File: config.mk
export PLATFORM = sky130hd
export DESIGN_NAME = bsg_mem_byte_access_ctrl
export DESIGN_NICKNAME = d
export VERILOG_FILES = /design/src/rtl/bsg_mem_byte_access_pkg.sv /design/src/rtl/bsg_fifo_1r1w_small.sv /design/src/rtl/bsg_mem_byte_lane_align.sv /design/src/rtl/bsg_mem_byte_access_ctrl.sv
export SDC_FILE = /design/constraint.sdc
export NUM_CORES = 1
export LEC_CHECK = 0
export CORE_MARGIN = 1.5
export CORE_UTILIZATION = 48
export DETAILED_ROUTE_END_ITERATION = 10
export GPL_ROUTABILITY_DRIVEN = 0
export GPL_TIMING_DRIVEN = 0
export PLACE_DENSITY = 0.83
export SETUP_SLACK_MARGIN = 0.4
export SYNTH_ARGS = -nofsm -noshare
export SYNTH_HDL_FRONTEND = slang
export SYNTH_HIERARCHICAL = 1
export SYNTH_SLANG_ARGS = --single-unit
File: constraint.sdc
create_clock -name clk_i -period 4.15 [get_ports clk_i]
set_clock_uncertainty 0.15 [all_clocks]
set_input_delay 1.245 -clock clk_i [delete_from_list [all_inputs] [get_ports clk_i]]
set_output_delay 1.245 -clock clk_i [all_outputs]
set_load 0.02 [all_outputs]
File: src/rtl/bsg_mem_byte_access_pkg.sv
// Shared types and helpers for the byte-access SRAM initiator.
//   bsg_mem_size_e  : log2 of the access size in bytes
//   bsg_mem_resp_s  : one response-buffer entry {err, data}; data is sized for
//                     the widest supported memory word and zero above the real width
//   size_to_mask    : 2^size contiguous ones starting at bit 0
package bsg_mem_byte_access_pkg;

  localparam int unsigned max_data_width_gp = 64;

  typedef enum logic [1:0] {
    e_byte  = 2'd0,
    e_half  = 2'd1,
    e_word  = 2'd2,
    e_dword = 2'd3
  } bsg_mem_size_e;

  typedef struct packed {
    logic                         err;
    logic [max_data_width_gp-1:0] data;
  } bsg_mem_resp_s;

  function automatic logic [7:0] size_to_mask(input logic [1:0] size);
    logic [7:0] mask;
    unique case (size)
      2'd0:    mask = 8'h01;
      2'd1:    mask = 8'h03;
      2'd2:    mask = 8'h0F;
      default: mask = 8'hFF;
    endcase
    return mask;
  endfunction

endpackage

File: src/rtl/bsg_fifo_1r1w_small.sv
// Small one-read/one-write FIFO with simultaneous push and pop.
//   v_i/data_i   : push (caller guarantees space)
//   yumi_i       : pop of the head entry (caller guarantees v_o)
//   v_o/data_o   : head entry valid / value
//   count_o      : current occupancy
module bsg_fifo_1r1w_small #(
  parameter  int unsigned width_p        = 8,
  parameter  int unsigned els_p          = 2,
  localparam int unsigned ptr_width_lp   = (els_p > 1) ? $clog2(els_p) : 1,
  localparam int unsigned count_width_lp = $clog2(els_p + 1)
) (
  input  logic                      clk_i,
  input  logic                      reset_n_i,
  input  logic                      v_i,
  input  logic [width_p-1:0]        data_i,
  input  logic                      yumi_i,
  output logic                      v_o,
  output logic [width_p-1:0]        data_o,
  output logic [count_width_lp-1:0] count_o
);

  logic [width_p-1:0]        mem_r [els_p];
  logic [ptr_width_lp-1:0]   wptr_r, rptr_r;
  logic [count_width_lp-1:0] count_r;

  function automatic logic [ptr_width_lp-1:0] ptr_inc(input logic [ptr_width_lp-1:0] p);
    return (32'(p) == els_p - 1) ? '0 : p + 1'b1;
  endfunction

  always_ff @(posedge clk_i or negedge reset_n_i) begin
    if (!reset_n_i) begin
      for (int unsigned i = 0; i < els_p; i++) mem_r[i] <= '0;
      wptr_r  <= '0;
      rptr_r  <= '0;
      count_r <= '0;
    end else begin
      if (v_i) begin
        mem_r[wptr_r] <= data_i;
        wptr_r        <= ptr_inc(wptr_r);
      end
      if (yumi_i) rptr_r <= ptr_inc(rptr_r);
      unique case ({v_i, yumi_i})
        2'b10:   count_r <= count_r + 1'b1;
        2'b01:   count_r <= count_r - 1'b1;
        default: count_r <= count_r;
      endcase
    end
  end

  assign v_o     = (count_r != '0);
  assign data_o  = mem_r[rptr_r];
  assign count_o = count_r;

endmodule

File: src/rtl/bsg_mem_byte_lane_align.sv
// Combinational byte-lane steering for a byte-masked SRAM word.
//   Store side: replicates the low 2^size bytes of st_data_i across the word
//               and builds the write mask for the addressed lanes.
//   Load side : shifts bytes [off, off+2^size) of ld_data_i to the LSB and
//               sign- or zero-extends to the full word.
// Requires data_width_p >= 16 so the byte offset is at least one bit wide.
module bsg_mem_byte_lane_align
  import bsg_mem_byte_access_pkg::*;
#(
  parameter  int unsigned data_width_p  = 32,
  localparam int unsigned mask_width_lp = data_width_p / 8,
  localparam int unsigned boff_width_lp = $clog2(mask_width_lp)
) (
  input  logic [boff_width_lp-1:0] st_off_i,
  input  logic [1:0]               st_size_i,
  input  logic [data_width_p-1:0]  st_data_i,
  output logic [data_width_p-1:0]  st_data_o,
  output logic [mask_width_lp-1:0] st_mask_o,

  input  logic [boff_width_lp-1:0] ld_off_i,
  input  logic [1:0]               ld_size_i,
  input  logic                     ld_signed_i,
  input  logic [data_width_p-1:0]  ld_data_i,
  output logic [data_width_p-1:0]  ld_data_o
);

  logic [2:0]               idx_mask;
  logic [mask_width_lp-1:0] base_mask;
  logic [data_width_p-1:0]  shifted, keep;
  logic                     sign;

  // Replication by (lane mod 2^size): every aligned slot of the access size
  // carries the same data, so the addressed one is correct for any offset.
  assign idx_mask = 3'((32'd1 << st_size_i) - 32'd1);

  always_comb begin
    st_data_o = '0;
    for (int unsigned i = 0; i < mask_width_lp; i++) begin
      st_data_o[8*i +: 8] = st_data_i[8*(i & 32'(idx_mask)) +: 8];
    end
  end

  assign base_mask = mask_width_lp'(size_to_mask(st_size_i));
  assign st_mask_o = base_mask << st_off_i;

  // keep marks the bits of the accessed field; its top set bit is the sign.
  assign shifted   = ld_data_i >> {ld_off_i, 3'b000};
  assign keep      = ~({data_width_p{1'b1}} << (32'd8 << ld_size_i));
  assign sign      = |(shifted & keep & ~(keep >> 1));
  assign ld_data_o = (shifted & keep) | ({data_width_p{ld_signed_i & sign}} & ~keep);

endmodule

File: src/rtl/bsg_mem_byte_access_ctrl.sv
// Byte-addressed load/store initiator for a 1-port synchronous byte-masked SRAM.
//   v_i/ready_o/w_i/addr_i/size_i/signed_i/data_i : request port
//   v_o/yumi_i/data_o/err_o                        : load response port (in order)
//   misaligned_o                                   : sticky misaligned-request flag
//   mem_*                                          : SRAM pins (read data one cycle after issue)
// Loads respond exactly two cycles after accept; a credit covers both the read
// in flight and the buffered entries, so the response FIFO cannot overflow.
module bsg_mem_byte_access_ctrl
  import bsg_mem_byte_access_pkg::*;
#(
  parameter  int unsigned els_p          = 1024,
  parameter  int unsigned data_width_p   = 32,
  parameter  int unsigned resp_els_p     = 2,
  localparam int unsigned addr_width_lp  = $clog2(els_p),
  localparam int unsigned mask_width_lp  = data_width_p / 8,
  localparam int unsigned boff_width_lp  = $clog2(mask_width_lp),
  localparam int unsigned baddr_width_lp = addr_width_lp + boff_width_lp
) (
  input  logic                      clk_i,
  input  logic                      reset_n_i,

  input  logic                      v_i,
  output logic                      ready_o,
  input  logic                      w_i,
  input  logic [baddr_width_lp-1:0] addr_i,
  input  logic [1:0]                size_i,
  input  logic                      signed_i,
  input  logic [data_width_p-1:0]   data_i,

  output logic                      v_o,
  input  logic                      yumi_i,
  output logic [data_width_p-1:0]   data_o,
  output logic                      err_o,
  output logic                      misaligned_o,

  output logic                      mem_v_o,
  output logic                      mem_w_o,
  output logic [addr_width_lp-1:0]  mem_addr_o,
  output logic [data_width_p-1:0]   mem_data_o,
  output logic [mask_width_lp-1:0]  mem_w_mask_o,
  input  logic [data_width_p-1:0]   mem_data_i
);

  localparam int unsigned count_width_lp = $clog2(resp_els_p + 1);

  logic                      accept, aligned;
  logic [boff_width_lp-1:0]  off, off_mask;
  logic [mask_width_lp-1:0]  st_mask;
  logic [data_width_p-1:0]   st_data, ld_data;

  logic                      rd_pending_r, rd_signed_r, rd_err_r, misaligned_r;
  logic [boff_width_lp-1:0]  rd_off_r;
  bsg_mem_size_e             rd_size_r;

  logic [count_width_lp-1:0] fifo_count;
  bsg_mem_resp_s             push_resp, head_resp;

  assign off      = addr_i[boff_width_lp-1:0];
  assign off_mask = boff_width_lp'((32'd1 << size_i) - 32'd1);
  assign aligned  = ((off & off_mask) == '0) && (32'(size_i) <= boff_width_lp);

  // Registered count only: a pop this cycle frees its credit next cycle.
  // Gated by reset so nothing is accepted or issued while reset is held.
  assign ready_o = reset_n_i && ((32'(fifo_count) + 32'(rd_pending_r)) < resp_els_p);
  assign accept  = v_i & ready_o;

  bsg_mem_byte_lane_align #(.data_width_p(data_width_p)) lane_align (
    .st_off_i    (off),
    .st_size_i   (size_i),
    .st_data_i   (data_i),
    .st_data_o   (st_data),
    .st_mask_o   (st_mask),
    .ld_off_i    (rd_off_r),
    .ld_size_i   (rd_size_r),
    .ld_signed_i (rd_signed_r),
    .ld_data_i   (mem_data_i),
    .ld_data_o   (ld_data)
  );

  assign mem_v_o      = accept & aligned;
  assign mem_w_o      = w_i;
  assign mem_addr_o   = addr_i[baddr_width_lp-1:boff_width_lp];
  assign mem_data_o   = st_data;
  assign mem_w_mask_o = (w_i && aligned) ? st_mask : '0;

  always_ff @(posedge clk_i or negedge reset_n_i) begin
    if (!reset_n_i) begin
      rd_pending_r <= 1'b0;
      rd_off_r     <= '0;
      rd_size_r    <= e_byte;
      rd_signed_r  <= 1'b0;
      rd_err_r     <= 1'b0;
      misaligned_r <= 1'b0;
    end else begin
      rd_pending_r <= accept & ~w_i;
      if (accept & ~w_i) begin
        rd_off_r    <= off;
        rd_size_r   <= bsg_mem_size_e'(size_i);
        rd_signed_r <= signed_i;
        rd_err_r    <= ~aligned;
      end
      if (accept & ~aligned) misaligned_r <= 1'b1;
    end
  end

  assign misaligned_o = misaligned_r;

  always_comb begin
    push_resp     = '0;
    push_resp.err = rd_err_r;
    if (!rd_err_r) push_resp.data[data_width_p-1:0] = ld_data;
  end

  bsg_fifo_1r1w_small #(
    .width_p ($bits(bsg_mem_resp_s)),
    .els_p   (resp_els_p)
  ) resp_fifo (
    .clk_i     (clk_i),
    .reset_n_i (reset_n_i),
    .v_i       (rd_pending_r),
    .data_i    (push_resp),
    .yumi_i    (yumi_i),
    .v_o       (v_o),
    .data_o    (head_resp),
    .count_o   (fifo_count)
  );

  assign data_o = head_resp.data[data_width_p-1:0];
  assign err_o  = head_resp.err;

  yumi_needs_valid: assert property (@(posedge clk_i) disable iff (!reset_n_i) yumi_i |-> v_o);

  // Lanes above data_width_p are never written, so buffered entries keep them zero.
  resp_upper_zero: assert property (@(posedge clk_i) disable iff (!reset_n_i)
    v_o |-> ((head_resp.data >> data_width_p) == '0));

endmodule

==> impl_metrics.tcl <==
set metrics [dict create \
    outcome "completed" \
    placed_cell_area_sq_mm 0.00683 \
    antenna_left 0 \
    end_kind "output port" \
    path_clk_slew_ns 0.08 \
    wl_mm 14.4 \
    start_util_pct 50.1 \
    via_count 4238 \
    finalPower_mw 4.66 \
    rsz0062_at_grt "yes" \
    synth_cells 449 \
    syn_area_per_cell_sq_um 11.1 \
    grt_usage_pct 26.1 \
    setup.reg_to_reg.worst_slack_ns 1.68 \
    die_w_um 105 \
    yosysWarnings 6 \
    grt_max_degree 28 \
    grt-busiest-layer "met2" \
    insertion_delay_ns 0.36 \
    fillers 688 \
    worstSetupStartpointType "primary input" \
    synth_nets 535 \
    drive_above_1_share_pct 36.4 \
    antenna_found_initial 0 \
    numCtsBuffers 9 \
    cap_viol_max_count 0 \
    clockBufferDepth 2 \
    cp_data_required_time_ns 2.75 \
    cts_tree "built" \
    drcViolationCount 0 \
    vdd_drop_max_uv 374 \
    powerDensity_mw_per_mm2 639 \
    dp_slack_ns -1.11 \
    min_period_ns 3.99 \
    die-area_sq_mm 0.0110 \
    arrival_ns 2.59 \
    max_freq_mhz 251 \
    insertedDiodeCount 0 \
    grt_pass1_wl_mm 22.4 \
    grt_pass1_vias 4483 \
    io_pins 168 \
    first_iter_violations 172 \
    grt_use_met3_pct 4.62 \
    layout.nets 726 \
    finalNonFillerCells 778 \
    fin_hold_ws_ns 0.338 \
    first_pass_iters 5 \
    power_leakage_nw 3.37 \
    design_area_sq_mm 0.00729 \
    area_growth_pct 46.9 \
    min_period_over_period_pct 96.1 \
    rows 36 \
    slew_violations 0 \
    h-tree-depth 3 \
    hpwl_mm 10.6 \
    grt_use_met2_pct 46.2 \
    grt.met1_usage_pct 32.0 \
    path_class "primary input to output port" \
    finalHoldViolations 0 \
    post_drt_wl_per_cell_um 18.5 \
    clock_sinks 78 \
    core_sq_mm 0.00991 \
    tightest_slew_ns 0.969 \
    die_height_um 105 \
    vias_per_cell 5.45 \
    synthesis.area_sq_mm 0.00496 \
    ctsRootBufferMaster "clkbuf_8" \
    crit_fanout 7 \
    setup_ws_ns 0.162 \
    max_slew_margin_pct 35.3 \
    overflow 0 \
    dp.cells 740 \
    portBuffers 157 \
    finalSetupViolCount 0 \
    min_path_type "flop to flop" \
]
==> report_power, final <==
| group | switching, mW | internal, mW | leakage, nW |
|---|---|---|---|
| Combinational | 1.32 | 1.39 | 2.27 |
| Sequential | 0.195 | 1.09 | 0.986 |
| Clock | 0.307 | 0.346 | 0.111 |
| Total | 1.83 | 2.83 | 3.37 |
==> cells in the final DEF (no fill, tap or decap), types with 3 or more instances in the layout <==
cell	n
o21ai_2	8
mux2_2	76
mux2i_1	23
nand2_1	22
clkbuf_1	6
clkbuf_8	10
clkdlybuf4s50_1	113
a21oi_1	8
buf_6	24
buf_2	16
inv_6	4
buf_4	46
dfrtp_1	78
mux2_4	14
o211ai_1	7
nand3_1	9
xor2_1	3
a211oi_1	15
nor2_1	18
clkbuf_2	9
mux2_1	32
dlygate4sd2_1	9
nand2b_1	7
nor2b_1	41
==> worst paths after layout <==
| kind | start | endpoint | cells past startpoint |
|---|---|---|---|
| max | size_i[0] | mem_data_o[17] | 9 |
| min | resp_fifo/mem_r[95] | resp_fifo/mem_r[95] | 1 |
| max reg2reg | rd_size_r[1] | resp_fifo/mem_r[87] | 7 |
| min reg2reg | resp_fifo/mem_r[95] | resp_fifo/mem_r[95] | 1 |
| max in group asynchronous | reset_n_i | resp_fifo/mem_r[67] | 2 |
| min in group asynchronous | reset_n_i | resp_fifo/mem_r[14] | 1 |
==> flip-flops by register name (all words and copies together), names as in the netlist <==
signal,count
resp_fifo/wptr_r,1
resp_fifo/count_o,2
rd_signed_r,1
rd_pending_r,1
rd_size_r,2
rd_err_r,1
misaligned_o,1
rd_off_r,2
resp_fifo/rptr_r,1
resp_fifo/mem_r,66
==> critical path, cell delays in order <==
cell and delay [ns]:
buf_8 0.10, nor2_4 0.12, buf_8 0.12, inv_6 0.03
ha_4 0.23, clkbuf_16 0.15, clkbuf_16 0.16, mux2_4 0.31
buf_6 0.13
==> layer usage <==
metal,routed length [um],part of all wire (%)
met2,7430,52
met3,842,5.9
met4,291,2.0
met1,5790,40
met5,0,0
==> through the flow <==
step	util, %	TNS, ns
after global placement	68.7	-109.92
after detailed placement	68.9	-22.62
final	73.6	0
after floorplan	-	0
after global routing	73.6	0
after CTS	72.4	0
==> cell type report <==
| cell class | count | area [sq um] | area share, % |
|---|---|---|---|
| Multi-Input combinational cell | 311 | 2720 | 37.3 |
| Sequential cell | 78 | 1950 | 26.8 |
| Timing Repair Buffer | 180 | 1770 | 24.2 |
| Buffer | 55 | 439 | 6.02 |
| Tap cell | 133 | 166 | 2.28 |
| Clock buffer | 9 | 124 | 1.70 |
| Clock inverter | 7 | 103 | 1.41 |
| Inverter | 5 | 23.8 | 0.326 |
==> timing repair <==
item | 4_1_cts | 5_1_grt
endpoints found under the setup margin | 39 | 30
hold endpoints to repair | 0 | 0
pin swaps | 4 | 4
buffers inserted | 6 | 13
gates resized for setup | 151 | 38
hold buffers | 0 | 0
cloned | 3 | 0
Note: power is estimated with default switching activity, not from simulation.
